`config.mk`:
```
export PLATFORM = sky130hd
export DESIGN_NAME = dac_writer_flat
export DESIGN_NICKNAME = d
export VERILOG_FILES = /design/src/rtl/dac_pkg.sv /design/src/rtl/dac_writer_if.sv /design/src/rtl/dac_sclk_gen.sv /design/src/rtl/dac_writer.sv /design/src/flat_wrapper.sv
export SDC_FILE = /design/constraint.sdc
export NUM_CORES = 1
export LEC_CHECK = 0
export ABC_CLOCK_PERIOD_IN_PS = 1600
export CAP_MARGIN = 25
export CORE_MARGIN = 4
export CORE_UTILIZATION = 30
export CTS_CLUSTER_DIAMETER = 30
export DETAILED_ROUTE_END_ITERATION = 7
export PLACE_DENSITY = 0.57
export SLEW_MARGIN = 20
export SYNTH_ARGS = -nofsm -noshare
export SYNTH_HDL_FRONTEND = slang
export SYNTH_SLANG_ARGS = --single-unit
```
`constraint.sdc`:
```
create_clock -name clk_dac -period 1.6 [get_ports clk_dac]
set_input_delay 0.32 -clock clk_dac [delete_from_list [all_inputs] [get_ports clk_dac]]
set_output_delay 0.32 -clock clk_dac [all_outputs]
set_load 0.01 [all_outputs]
```
`src/rtl/dac_pkg.sv`:
```
// dac_pkg: shared types and constants for the MCP4921-class DAC writer.
// Holds the FSM state enum, command-word bit positions and word length.
package dac_pkg;

  typedef enum logic [1:0] {
    IDLE,
    SHIFT,
    CSHOLD,
    LDAC
  } dac_state_e;

  // Command word length: 4 configuration bits + 12 data bits.
  localparam int unsigned cmd_total_bits = 16;

  // Configuration bit positions inside the command word.
  localparam int unsigned ab_pos   = 15;
  localparam int unsigned buf_pos  = 14;
  localparam int unsigned ga_pos   = 13;
  localparam int unsigned shdn_pos = 12;

endpackage

```
`src/rtl/dac_writer_if.sv`:
```
// dac_writer_if: parallel request side plus SPI/LDAC pins of the DAC writer.
//   start, datos_dac          : write request and code from processing logic
//   ready, done               : idle flag and one-cycle completion pulse
//   chip_select, sclk_dac,
//   sdi_dac, ldac_n           : pins towards the DAC
// master = dac_writer, slave = the logic/pins on the other side.
interface dac_writer_if #(
  parameter int unsigned datos_bits = 12
);

  logic                  start;
  logic [datos_bits-1:0] datos_dac;
  logic                  ready;
  logic                  done;
  logic                  chip_select;
  logic                  sclk_dac;
  logic                  sdi_dac;
  logic                  ldac_n;

  modport master (
    input  start,
    input  datos_dac,
    output ready,
    output done,
    output chip_select,
    output sclk_dac,
    output sdi_dac,
    output ldac_n
  );

  modport slave (
    output start,
    output datos_dac,
    input  ready,
    input  done,
    input  chip_select,
    input  sclk_dac,
    input  sdi_dac,
    input  ldac_n
  );

endinterface

```
`src/rtl/dac_sclk_gen.sv`:
```
// dac_sclk_gen: SCLK divider. Counts clk_div cycles per half period, pulses
// tick_c on the last cycle of each half period and toggles the registered
// SCLK level on that tick. Held cleared (count 0, SCLK low) while clr=1.
//   clk_dac, rst_dac : clock, synchronous active-high reset
//   clr              : hold divider in its idle state
//   tick_c           : last cycle of the current half period (combinational)
//   sclk             : serial clock level, idles low
module dac_sclk_gen #(
  parameter int unsigned clk_div = 2
) (
  input  logic clk_dac,
  input  logic rst_dac,
  input  logic clr,
  output logic tick_c,
  output logic sclk
);

  localparam int unsigned cnt_w = (clk_div > 1) ? $clog2(clk_div) : 1;
  localparam logic [cnt_w-1:0] h_last = cnt_w'(clk_div - 1);

  logic [cnt_w-1:0] cnt_q;

  assign tick_c = (cnt_q == h_last);

  // Half-period counter and SCLK level.
  always_ff @(posedge clk_dac) begin
    if (rst_dac || clr) begin
      cnt_q <= '0;
      sclk  <= 1'b0;
    end else if (tick_c) begin
      cnt_q <= '0;
      sclk  <= ~sclk;
    end else begin
      cnt_q <= cnt_q + cnt_w'(1);
    end
  end

endmodule

```
`src/rtl/dac_writer.sv`:
```
// dac_writer: writes one 12-bit code to an MCP4921-class DAC per start.
// Sends the 16-bit command word MSB first in SPI mode 0, holds CS_n high for
// H cycles, pulses LDAC_n low for H cycles, then pulses done.
//   clk_dac, rst_dac : clock, synchronous active-high reset
//   bus (master)     : start/datos_dac in; ready/done and DAC pins out
module dac_writer
  import dac_pkg::*;
#(
  parameter int unsigned datos_bits = 12,
  parameter int unsigned total_bits = cmd_total_bits,
  parameter int unsigned clk_div    = 2,
  parameter logic        buffered   = 1'b1,
  parameter logic        gain_1x    = 1'b1
) (
  input  logic          clk_dac,
  input  logic          rst_dac,
  dac_writer_if.master  bus
);

  localparam int unsigned cnt_w = (clk_div > 1) ? $clog2(clk_div) : 1;
  localparam int unsigned bit_w = $clog2(total_bits);
  localparam logic [cnt_w-1:0] h_last   = cnt_w'(clk_div - 1);
  localparam logic [bit_w-1:0] bit_first = bit_w'(total_bits - 1);

  dac_state_e state_q, state_d;
  logic [bit_w-1:0]      bit_q, bit_d;
  logic [total_bits-1:0] sh_q, sh_d;
  logic [cnt_w-1:0]      hold_q, hold_d;
  logic                  cs_q, cs_d;
  logic                  ldac_q, ldac_d;
  logic                  ready_q, ready_d;
  logic                  done_q, done_d;

  logic                  tick_c;
  logic                  sclk_q;
  logic                  gen_clr_c;
  logic [total_bits-1:0] word_c;

  // Command word assembled from the fixed config bits and the input code.
  always_comb begin
    word_c                   = '0;
    word_c[ab_pos]           = 1'b0;
    word_c[buf_pos]          = buffered;
    word_c[ga_pos]           = gain_1x;
    word_c[shdn_pos]         = 1'b1;
    word_c[datos_bits-1:0]   = bus.datos_dac;
  end

  assign gen_clr_c = (state_q != SHIFT);

  dac_sclk_gen #(
    .clk_div (clk_div)
  ) u_sclk_gen (
    .clk_dac (clk_dac),
    .rst_dac (rst_dac),
    .clr     (gen_clr_c),
    .tick_c  (tick_c),
    .sclk    (sclk_q)
  );

  // Next-state and next-output logic.
  always_comb begin
    state_d = state_q;
    bit_d   = bit_q;
    sh_d    = sh_q;
    hold_d  = hold_q;
    cs_d    = cs_q;
    ldac_d  = ldac_q;
    ready_d = ready_q;
    done_d  = 1'b0;

    unique case (state_q)
      IDLE: begin
        if (bus.start) begin
          state_d = SHIFT;
          sh_d    = word_c;
          bit_d   = bit_first;
          cs_d    = 1'b0;
          ready_d = 1'b0;
        end
      end

      SHIFT: begin
        // End of a high phase: advance to the next bit. The final shift
        // empties the register so SDI returns low with CS_n.
        if (tick_c && sclk_q) begin
          sh_d = {sh_q[total_bits-2:0], 1'b0};
          if (bit_q == '0) begin
            state_d = CSHOLD;
            cs_d    = 1'b1;
            hold_d  = '0;
          end else begin
            bit_d = bit_q - bit_w'(1);
          end
        end
      end

      CSHOLD: begin
        if (hold_q == h_last) begin
          state_d = LDAC;
          hold_d  = '0;
          ldac_d  = 1'b0;
        end else begin
          hold_d = hold_q + cnt_w'(1);
        end
      end

      LDAC: begin
        if (hold_q == h_last) begin
          state_d = IDLE;
          hold_d  = '0;
          ldac_d  = 1'b1;
          ready_d = 1'b1;
          done_d  = 1'b1;
        end else begin
          hold_d = hold_q + cnt_w'(1);
        end
      end

      default: state_d = IDLE;
    endcase
  end

  // State and output registers.
  always_ff @(posedge clk_dac) begin
    if (rst_dac) begin
      state_q <= IDLE;
      bit_q   <= '0;
      sh_q    <= '0;
      hold_q  <= '0;
      cs_q    <= 1'b1;
      ldac_q  <= 1'b1;
      ready_q <= 1'b1;
      done_q  <= 1'b0;
    end else begin
      state_q <= state_d;
      bit_q   <= bit_d;
      sh_q    <= sh_d;
      hold_q  <= hold_d;
      cs_q    <= cs_d;
      ldac_q  <= ldac_d;
      ready_q <= ready_d;
      done_q  <= done_d;
    end
  end

  assign bus.ready       = ready_q;
  assign bus.done        = done_q;
  assign bus.chip_select = cs_q;
  assign bus.sclk_dac    = sclk_q;
  assign bus.sdi_dac     = sh_q[total_bits-1];
  assign bus.ldac_n      = ldac_q;

endmodule

```
`src/flat_wrapper.sv`:
```
// flat-port wrapper written by rule: the top's interface ports become plain ports
module dac_writer_flat import dac_pkg::*;
#(
  parameter int unsigned datos_bits = 12,
  parameter int unsigned total_bits = cmd_total_bits,
  parameter int unsigned clk_div    = 2,
  parameter logic        buffered   = 1'b1,
  parameter logic        gain_1x    = 1'b1
)
  (clk_dac, rst_dac, bus_start, bus_datos_dac, bus_ready, bus_done, bus_chip_select, bus_sclk_dac, bus_sdi_dac, bus_ldac_n);
  dac_writer_if #(.datos_bits(datos_bits)) bus_i ();
  input  logic clk_dac;
  input  logic rst_dac;
  input wire logic [$bits(bus_i.start)-1:0] bus_start;
  input wire logic [$bits(bus_i.datos_dac)-1:0] bus_datos_dac;
  output wire logic [$bits(bus_i.ready)-1:0] bus_ready;
  output wire logic [$bits(bus_i.done)-1:0] bus_done;
  output wire logic [$bits(bus_i.chip_select)-1:0] bus_chip_select;
  output wire logic [$bits(bus_i.sclk_dac)-1:0] bus_sclk_dac;
  output wire logic [$bits(bus_i.sdi_dac)-1:0] bus_sdi_dac;
  output wire logic [$bits(bus_i.ldac_n)-1:0] bus_ldac_n;
  assign bus_i.start = bus_start;
  assign bus_i.datos_dac = bus_datos_dac;
  assign bus_ready = bus_i.ready;
  assign bus_done = bus_i.done;
  assign bus_chip_select = bus_i.chip_select;
  assign bus_sclk_dac = bus_i.sclk_dac;
  assign bus_sdi_dac = bus_i.sdi_dac;
  assign bus_ldac_n = bus_i.ldac_n;
  dac_writer #(.datos_bits(datos_bits), .total_bits(total_bits), .clk_div(clk_div), .buffered(buffered), .gain_1x(gain_1x)) u_core (.clk_dac(clk_dac), .rst_dac(rst_dac), .bus(bus_i));
endmodule
```
==> reports/metrics.yaml <==
fin_util_pct: 46.57
grt_pass1_wl_mm: 5.616
layout-drive-gt1-share_pct: 33.33
cp-end-kind: "flop"
rsz0062_at_grt: "yes"
diodes: 0
synth.top_cells.by_count: "29 x dfxtp_1, 27 x nor2_1, 15 x a211oi_1"
num_io_pins: 21
grt_pass1_vias: 1242
ant_nets: 0
dieArea_sq_um: 5847
grtUsageTotal_pct: 11.78
antenna_found_initial: 0
syn2layout_area_growth_pct: 47.15
cts_buffers: 5
place_congestion: 0.7161
cap_viol_max_count: 0
netlist_area_sq_um: 1406
dr.pass1.iters: 5
violations: "negative setup slack"
yosys_warnings: 0
clock_path_buffers: 2
numPlacedInstances: 229
setup_viol: 7
crit_fanout: 3
wire_per_inst_um: 13.35
post_synth_num_cell_types: 37
leakagePower_nw: 0.8113
critPathLaunchType: "flop"
timing.slew.headroom_pct: 76.51
via_per_inst: 5.012
grt_max_degree: 29
p_total_mw: 4.473
synthesis.nets: 171
hold_ws_ns: 0.4772
synth_top_area_share_pct: 41.28
synth_edf_count: 0
drv_slew: 0
finalCritPeriodShare_pct: 107.8
finalHoldViolations: 0
worst_slew_pin_slew_ns: 0.3493
cp_data_required_time_ns: 1.76
drt-initial-drc-count: 40
core.rowCount: 24
via_count: 1253
ff2ff_path_depth: 6
fill_cells: 437
cts_tree: "built"
whs_path_depth: 2
finalClockSkew_ns: 0.004911
cts_root_buf: "clkbuf_8"
fin_setup_tns_ns: -0.3706
path_class: "reg2reg"
drc: 0
io_buffers: 20
arrival_ns: 1.88
yosys_register_bits: 29
layout.nets: 218
outcome: "finished, violations left"
ir_drop_mv: 0.9186
syn_avg_cell_area_sq_um: 9.376
core_sq_um: 4444
hold_path.class: "reg2reg"
finalNonFillerCells: 250
initial_core_util_pct: 31.64
clock.fmax_mhz: 579.5
dp_hpwl_mm: 2.227
synth_area_leaders: "dfxtp_1 41%, mux2i_1 10%, a211oi_1 8.0%"
yosysMostFrequentCell: "dfxtp_1"
yosys.area.top_type: "dfxtp_1"
fp.dieW_um: 76.47
clk_latency_ns: 0.28
syn_inst: 150
cts_max_level: 2
seq_area_frac_synth_pct: 41.28
synth_ff_type: "dfxtp_1"
fin_crit_ns: 1.726
powerDensity_nw_per_um2: 2161
overflow: 0
clk_pin_slew_ns: 0.06
die_h_um: 76.47
worst_slack_ns: -0.1255
wl_mm: 3.337
async_flop_share_pct: 0
cts.sinks: 29
[cell usage in the layout (no fill, tap or decap), types with 2 or more instances in the layout]
cell type	count
a2111oi_4	2
a211oi_1	13
a211oi_2	2
a21oi_1	4
and2_4	2
buf_4	29
clkbuf_8	6
clkdlybuf4s50_1	20
dfxtp_1	24
dfxtp_2	3
dfxtp_4	2
ha_1	2
ha_4	3
inv_2	3
mux2i_1	14
nand2_1	5
nand2b_1	4
nand3_1	2
nor2_1	25
nor2_2	2
nor3_1	4
[metal layers]
layer	routed length (um)	global-route usage, %
met5	0	0
met4	100	5.978
met3	129	3.901
met2	1601	19.07
met1	1505	13.84
[logic make-up (layout without fill, tap and decap cells)]
kind of cell / count (synthesis) / after routing / synth area share [%]
simple gates: 52 / 53 / 17.53
mux: 15 / 15 / 10.76
xor+xnor: 1 / 1 / 0.6229
buf+inv: 14 / 61 / 4.181
fa+ha+maj: 6 / 6 / 5.338
compound gates: 33 / 33 / 20.29
flops: 29 / 29 / 41.28
[power by group]
group | internal, mW | switching [mW] | leakage [nW]
logic | 1.33 | 1.14 | 0.511
clock network | 0.507 | 0.280 | 0.0585
registers | 1.02 | 0.196 | 0.242
total | 2.85 | 1.62 | 0.811
[final timing paths]
| check | start | endpoint | slack (ns) |
|---|---|---|---|
| max | u_core.bit_q[0] | u_core.state_q[1] | -0.13 |
| min | u_core.sh_q[0] | u_core.sh_q[0] | 0.48 |
| max reg2reg | u_core.bit_q[0] | u_core.state_q[1] | -0.13 |
| min reg2reg | u_core.sh_q[0] | u_core.sh_q[0] | 0.48 |
[flip-flops by register name, summed over array words and instances (netlist names)]
register                  count
u_core.sh_q                  16
u_core.u_sclk_gen.tick_c      1
u_core.bit_q                  4
u_core.state_q                2
u_core.bus.ready              1
u_core.bus.done               1
u_core.hold_q                 1
u_core.bus.ldac_n             1
u_core.bus.chip_select        1
u_core.u_sclk_gen.sclk        1
[worst max-delay path, stage by stage (launching register included)]
cell and delay, ns:
dfxtp_2 0.32, inv_2 0.07, ha_4 0.13, or3b_4 0.41, a2111oi_4 0.37, mux2i_1 0.24, nor2_1 0.05
[cell type report]
type	instances	area [sq um]	area share, %
multi-input combinational	108	860.8	41.60
clock inverter	1	30.03	1.451
clock buffer	7	86.33	4.172
sequential	29	591.8	28.60
timing repair buffer	49	417.9	20.19
inverter	4	17.52	0.8464
tap	52	65.06	3.144
[stage by stage]
stage	setup slack, ns	area (sq um)
4_1_cts	-0.1228	2032
5_1_grt	-0.1839	2069
3_5_place_dp	-0.2744	1807
6_report	-0.1255	2069
2_1_floorplan	-0.03202	1486
3_3_place_gp	-0.09963	1807
[repair_timing]
action,CTS,global route
gates resized for setup,9,5
setup buffers,9,3
hold buffers,0,0
hold endpoints to repair,0,0
pin swaps,6,4
gates cloned,1,0
endpoints found under the setup margin,22,18
No activity file was read; power rests on OpenSTA's default activity.
